File: src/rtl/fetch_ctrl.sv
// Fetch stage of the pipelined MIPS core: PC register, IF/ID pipeline register,
// single-source interrupt entry/return and RUN-state performance counters.
module fetch_ctrl #(
    parameter logic [31:0] RESET_PC = 32'h0000_0000,
    parameter logic [31:0] IRQ_VEC  = 32'h0000_0800,
    parameter int unsigned ADDR_W   = 10
) (
    input  logic              clk,
    input  logic              rst,
    input  logic              halt,
    input  logic              jump_rst,
    input  logic [31:0]       pc_in,
    input  logic              eret,
    input  logic              stall,
    input  logic              irq_req,
    input  logic [31:0]       imem_data,
    output logic [ADDR_W-1:0] imem_addr,
    output logic [31:0]       pc_id,
    output logic [31:0]       instr_id,
    output logic              valid_id,
    output logic              irq_ack,
    output logic              halted,
    output logic [31:0]       epc,
    output logic [31:0]       cycle_cnt,
    output logic [31:0]       flush_cnt,
    output logic [31:0]       stall_cnt
);

    typedef enum logic {
        S_RUN  = 1'b0,
        S_HALT = 1'b1
    } state_e;

    state_e      state_q, state_d;
    logic [31:0] pc_q, pc_d;
    logic [31:0] pc_id_q, pc_id_d;
    logic [31:0] instr_id_q, instr_id_d;
    logic        valid_id_q, valid_id_d;
    logic [31:0] epc_q, epc_d;
    logic        irq_en_q, irq_en_d;
    logic        irq_ack_q, irq_ack_d;
    logic [31:0] cycle_cnt_q, cycle_cnt_d;
    logic [31:0] flush_cnt_q, flush_cnt_d;
    logic [31:0] stall_cnt_q, stall_cnt_d;

    // One-hot decode of the per-edge action; earlier entries mask later ones.
    logic in_run;
    logic take_halt;
    logic take_irq;
    logic take_jump;
    logic take_eret;
    logic take_stall;
    logic take_fetch;

    assign in_run     = (state_q == S_RUN);
    assign take_halt  = in_run & halt;
    assign take_irq   = in_run & ~halt & irq_req & irq_en_q & ~stall & ~eret;
    assign take_jump  = in_run & ~halt & ~take_irq & jump_rst;
    assign take_eret  = in_run & ~halt & ~take_irq & ~jump_rst & eret;
    assign take_stall = in_run & ~halt & ~take_irq & ~jump_rst & ~eret & stall;
    assign take_fetch = in_run & ~halt & ~take_irq & ~jump_rst & ~eret & ~stall;

    // Counts every RUN edge, including the one that enters HALT.
    assign cycle_cnt_d = in_run ? cycle_cnt_q + 32'd1 : cycle_cnt_q;

    always_comb begin
        // NOTE: every signal assigned here gets a hold default first, so no
        // path through the priority chain can leave one unassigned (no latch).
        state_d     = state_q;
        pc_d        = pc_q;
        pc_id_d     = pc_id_q;
        instr_id_d  = instr_id_q;
        valid_id_d  = valid_id_q;
        epc_d       = epc_q;
        irq_en_d    = irq_en_q;
        irq_ack_d   = 1'b0;
        flush_cnt_d = flush_cnt_q;
        stall_cnt_d = stall_cnt_q;

        if (take_halt) begin
            valid_id_d = 1'b0;
            state_d    = S_HALT;
        end else if (take_irq) begin
            // A redirect in the same cycle is the correct return point.
            epc_d      = jump_rst ? pc_in : pc_q;
            pc_d       = IRQ_VEC;
            valid_id_d = 1'b0;
            irq_en_d   = 1'b0;
            irq_ack_d  = 1'b1;
            if (jump_rst) begin
                flush_cnt_d = flush_cnt_q + 32'd1;
            end
        end else if (take_jump) begin
            pc_d        = pc_in;
            valid_id_d  = 1'b0;
            flush_cnt_d = flush_cnt_q + 32'd1;
        end else if (take_eret) begin
            pc_d       = epc_q;
            valid_id_d = 1'b0;
            irq_en_d   = 1'b1;
        end else if (take_stall) begin
            stall_cnt_d = stall_cnt_q + 32'd1;
        end else if (take_fetch) begin
            pc_id_d    = pc_q;
            instr_id_d = imem_data;
            valid_id_d = 1'b1;
            pc_d       = pc_q + 32'd4;
        end
    end

    always_ff @(posedge clk) begin
        // NOTE: state registers use non-blocking assignments so every register
        // samples the pre-edge values regardless of statement order.
        if (rst) begin
            state_q     <= S_RUN;
            pc_q        <= RESET_PC;
            pc_id_q     <= 32'd0;
            instr_id_q  <= 32'd0;
            valid_id_q  <= 1'b0;
            epc_q       <= 32'd0;
            irq_en_q    <= 1'b1;
            irq_ack_q   <= 1'b0;
            cycle_cnt_q <= 32'd0;
            flush_cnt_q <= 32'd0;
            stall_cnt_q <= 32'd0;
        end else begin
            state_q     <= state_d;
            pc_q        <= pc_d;
            pc_id_q     <= pc_id_d;
            instr_id_q  <= instr_id_d;
            valid_id_q  <= valid_id_d;
            epc_q       <= epc_d;
            irq_en_q    <= irq_en_d;
            irq_ack_q   <= irq_ack_d;
            cycle_cnt_q <= cycle_cnt_d;
            flush_cnt_q <= flush_cnt_d;
            stall_cnt_q <= stall_cnt_d;
        end
    end

    assign imem_addr = pc_q[ADDR_W+1:2];
    assign pc_id     = pc_id_q;
    assign instr_id  = instr_id_q;
    assign valid_id  = valid_id_q;
    assign irq_ack   = irq_ack_q;
    assign halted    = (state_q == S_HALT);
    assign epc       = epc_q;
    assign cycle_cnt = cycle_cnt_q;
    assign flush_cnt = flush_cnt_q;
    assign stall_cnt = stall_cnt_q;

endmodule

File: config.mk
export PLATFORM = sky130hd
export DESIGN_NAME = fetch_ctrl
export DESIGN_NICKNAME = d
export VERILOG_FILES = /design/src/rtl/fetch_ctrl.sv
export SDC_FILE = /design/constraint.sdc
export NUM_CORES = 1
export LEC_CHECK = 0
export BUFFER_PORTS_ARGS = -buffer_cell sky130_fd_sc_hd__buf_2
export CAP_MARGIN = 10
export CORE_UTILIZATION = 30
export CTS_BUF_LIST = sky130_fd_sc_hd__clkbuf_16
export CTS_CLUSTER_DIAMETER = 30
export DETAILED_ROUTE_END_ITERATION = 6
export GPL_ROUTABILITY_DRIVEN = 0
export PLACE_DENSITY = 0.64
export SKIP_LAST_GASP = 1
export SLEW_MARGIN = 20
export SYNTH_ARGS = -nofsm -noshare
export SYNTH_HDL_FRONTEND = slang
export SYNTH_SLANG_ARGS = --single-unit
export TNS_END_PERCENT = 10
File: constraint.sdc
create_clock -name clk -period 2.3 [get_ports clk]
set_input_delay 0.23 -clock clk [delete_from_list [all_inputs] [get_ports clk]]
set_output_delay 0.23 -clock clk [all_outputs]
set_load 0.01 [all_outputs]
==> metrics.md <==
| Metric | Value |
|---|---|
| Result of the run | `completed` |
| Transition time at the pin with the least slew margin | `0.947 ns` |
| First-pass GRT wire length | `54500 um` |
| Buffer and inverter count on the worst path | `1` |
| Final Cycle Share | `0.926` |
| Register-to-Register Path Depth | `6` |
| Number of nets still failing antenna checks after routing | `0` |
| Top fanout value on the critical path | `48` |
| Worst Hold Class | `input port to register` |
| Initial Util | `0.309` |
| Layout area overhead | `45.6%` |
| Category of the worst setup path capture point | `register` |
| Number of clock sinks | `228` |
| Total routed wirelength | `34700 um` |
| Setup repair after global routing missed its margin | `false` |
| Number of enable flip-flop cells after synthesis | `0` |
| Worst setup skew after layout | `0.0264 ns` |
| Fraction of the mapped netlist area in compound gates | `0.141` |
| Synth Cell Area | `0.0105 mm2` |
| Highest Clock Rate | `0.470 GHz` |
| Total CTS buffers | `61` |
| Crit path launch type | `register` |
| Hold_sp | `pc_in[27]` |
| CTS tree | `built` |
| Overflow left after global routing | `0` |
| CP required | `2.79 ns` |
| Mean number of vias per cell | `5.09` |
| Number of fill cells | `3270` |
| Cell Chain, Critical Path | `nor4bb_2 -> nor2_1 -> nand3b_1 -> buf_12 -> nand2_1 -> a21oi_1` |
| Post-synthesis share of cell area spent on and, or, nand and nor gates | `0.256` |
| Worst-case clock buffer depth | `3` |
| Chip Width | `189 um` |
| Clock latency of the later-clocked register in the worst-skew pair | `0.58 ns` |
| Via count of the routed design | `10800` |
| Pin count of the biggest net entering global routing | `94` |
| Placeable core region | `0.0339 mm2` |
| Number of nets in the finished design | `1687` |
| Initial antenna violation count | `3` |
| Average detailed-routed wire length per instance | `16.4 um` |
| Post-layout power | `13700 uW` |
| Post-Synth XOR/XNOR Area | `0.0788` |
| Main combinational cell family by area after synthesis | `simple AND/OR/NAND/NOR gates` |
| Capturing point of the worst reg2reg path | `instr_id[28]$_SDFFE_PP0P_` |
| Total routing usage reported by global routing | `0.190` |
| Relative slew margins | `0.366` |
| Full die area | `0.0356 mm2` |
| Number of top-level pins | `276` |
| Number of DRC violations after detailed routing | `0` |
| Worst endpoint data arrival time | `2.62 ns` |
| Fraction of final layout cells with drive strength greater than 1 | `0.283` |
| Area used by multi-input combinational logic | `0.00540 mm2` |
| DRC violation total after the first TritonRoute iteration | `764` |
| Crit Reg-Reg Startpoint | `irq_en_q$_SDFFE_PP1P_` |
| Number of global-route vias before repair | `10100` |
| Worst supply voltage drop on vdd | `721 uV` |
| Total negative setup slack | `0 ns` |
| Mean cell area of the mapped netlist | `8.29 um2` |
| Multiplexer share of the synthesized area | `0.0335` |
| Cell depth of the worst min-delay path | `3` |
| Power per standard cell area | `903 mW/mm2` |
| Setup-failing EPs final | `0` |
| Floorplan die height | `189 um` |
| Count of yosys warnings during synthesis | `0` |
| Capture endpoint of the worst hold path | `epc[27]$_SDFFE_PP0P_` |
| Most frequently used flop master after synthesis | `dfxtp_1` |
| Unique masters post-synth | `73` |
| Fraction of registers with async set/reset | `0` |
| CTS H-tree depth | `2` |
| Number of detailed-route iterations in the first pass | `5` |
| Root buffer cell | `clkbuf_16` |
| Standby leakage power | `0.00623 uW` |
| Peak per-stage delay on the critical path | `0.68 ns` |
| Arithmetic-cell share of the synthesized area counting full adders, half adders and majority gates | `0.00479` |
| Post-Synthesis Cells | `1261` |
| Post-synthesis sequential area ratio | `0.437` |
| Placement Rows | `67` |
| Number of maximum-capacitance constraint violations | `0` |
| Minimum setup slack among reg-to-reg paths | `0.17 ns` |
| Min Clock Period, post-route | `2.13 ns` |
| Flops & latches, synth | `228` |
| CP Class | `register to register` |
| Hold Fails Final Rpt | `0` |
| Post-synth net total | `1336` |
| Count of final max-slew check failures | `0` |
| Clock transition at the registers of the reported paths | `0.05 ns` |
| Total of buffers placed on input and output ports | `275` |
| Number of post-CTS setup repair buffers | `0` |
| Critical path's slowest cell | `nor4bb_2` |
| Family with the most delay on the worst path | `simple AND/OR/NAND/NOR gates` |
| HPWL after detailed placement | `23500 um` |
| FF/Latch Area | `0.00456 mm2` |
[Yosys cell counts, drive strengths merged (5+ instances only)]
master | n | area [um2]
nand3 | 43 | 228
inv | 15 | 56.3
o22ai | 9 | 56.3
or3 | 19 | 120
a22oi | 11 | 82.6
nor3 | 34 | 175
nand2 | 182 | 683
clkbuf | 70 | 264
and4 | 17 | 150
nor4 | 27 | 188
buf | 33 | 194
nand4 | 40 | 265
a211oi | 40 | 300
and2 | 10 | 62.6
xor2 | 44 | 385
xnor2 | 50 | 438
a21oi | 91 | 455
o21ai | 33 | 165
and3 | 12 | 75.1
a221o | 5 | 50.1
nor2 | 146 | 548
dfxtp | 228 | 4560
mux2i | 35 | 350
[state kept, by name, indices dropped and copies added (netlist names), 32 cells and up]
name	count
pc_id	32
instr_id	32
epc	32
pc_q	32
flush_cnt	32
cycle_cnt	32
stall_cnt	32
[cell usage in the layout, fill, tap and decap left out, types with 18 or more instances in the layout]
cell type / n
or3_1: 18
nor2_1: 145
xnor2_1: 50
buf_4: 59
nor4_1: 23
o21ai_0: 33
dfxtp_1: 228
inv_1: 18
nand4_1: 39
a21oi_1: 91
nor3_1: 33
nand2_1: 182
mux2i_1: 35
dlygate4sd3_1: 53
buf_2: 274
nand3_1: 42
a211oi_1: 40
clkbuf_16: 63
xor2_1: 44
[worst reg2reg max path, cell delays in order, from the launching register on]
cell and delay (ns):
dfxtp_1 0.34, nor4bb_2 0.68, nor2_1 0.23, nand3b_1 0.24
buf_12 0.28, nand2_1 0.11, a21oi_1 0.16
[layout make-up]
| cell class | count | share of cell area |
|---|---|---|
| Antenna cell | 1 | 0.000165 |
| Clock buffer | 63 | 0.104 |
| Clock inverter | 53 | 0.0402 |
| Inverter | 15 | 0.00370 |
| Multi-Input combinational cell | 915 | 0.355 |
| Sequential cell | 228 | 0.300 |
| Tap cell | 448 | 0.0368 |
| Timing Repair Buffer | 391 | 0.160 |
[power breakdown]
part	leakage [uW]	switching (uW)	total [uW]	internal, uW
clock	0.00105	2700	8890	6200
combinational	0.00333	422	746	324
sequential	0.00184	65.7	4090	4030
total	0.00623	3180	13700	10500
[metrics by stage]
stage	std cells	setup slack [ns]	area [um2]	util	hold WS, ns
2_1_floorplan	1261	0.0529	10500	-	0.356
3_3_place_gp	1944	0.215	12500	0.369	0.440
3_5_place_dp	1944	0.179	12500	0.369	0.444
4_1_cts	2113	0.173	15200	0.449	0.000381
5_1_grt	2113	0.0286	15200	0.449	0.0378
6_report	2114	0.170	15200	0.449	0.0300
[routing by layer]
metal | wire length (um) | GRT usage | vias up
li1 | - | - | 5169
met1 | 15200 | 0.245 | 5013
met2 | 15300 | 0.290 | 508
met3 | 3200 | 0.0581 | 74
met4 | 929 | 0.0806 | 4
met5 | 27 | 0 | -
[worst max path at each step]
stage,startpoint,endpoint,slack [ns],depth (start not counted)
after global routing,pc_q[20]$_SDFFE_PP0P_,pc_q[30]$_SDFFE_PP0P_,0.03,5
final,irq_en_q$_SDFFE_PP1P_,instr_id[28]$_SDFFE_PP0P_,0.17,6
after CTS,halted$_SDFFE_PP0P_,flush_cnt[15]$_SDFFE_PP0P_,0.17,7
after global placement,halt,pc_q[3]$_SDFFE_PP0P_,0.21,7
after detailed placement,stall,pc_q[17]$_SDFFE_PP0P_,0.18,8
after floorplan,pc_q[2]$_SDFFE_PP0P_,pc_q[30]$_SDFFE_PP0P_,0.05,7
[what timing repair did]
item	CTS	global route
resized for setup	0	1
setup endpoints to repair	0	1
hold endpoints to repair	61	0
hold buffers	53	0
[kinds of logic (layout without fill, tap and decap cells)]
family / count (synthesis) / after routing
other cells: 0 / 1
flops: 228 / 228
fa+ha+maj: 4 / 4
simple gates: 551 / 551
compound gates: 231 / 231
buf+inv: 118 / 522
mux: 35 / 35
xor+xnor: 94 / 94
Power figures use the tool's default switching activity.
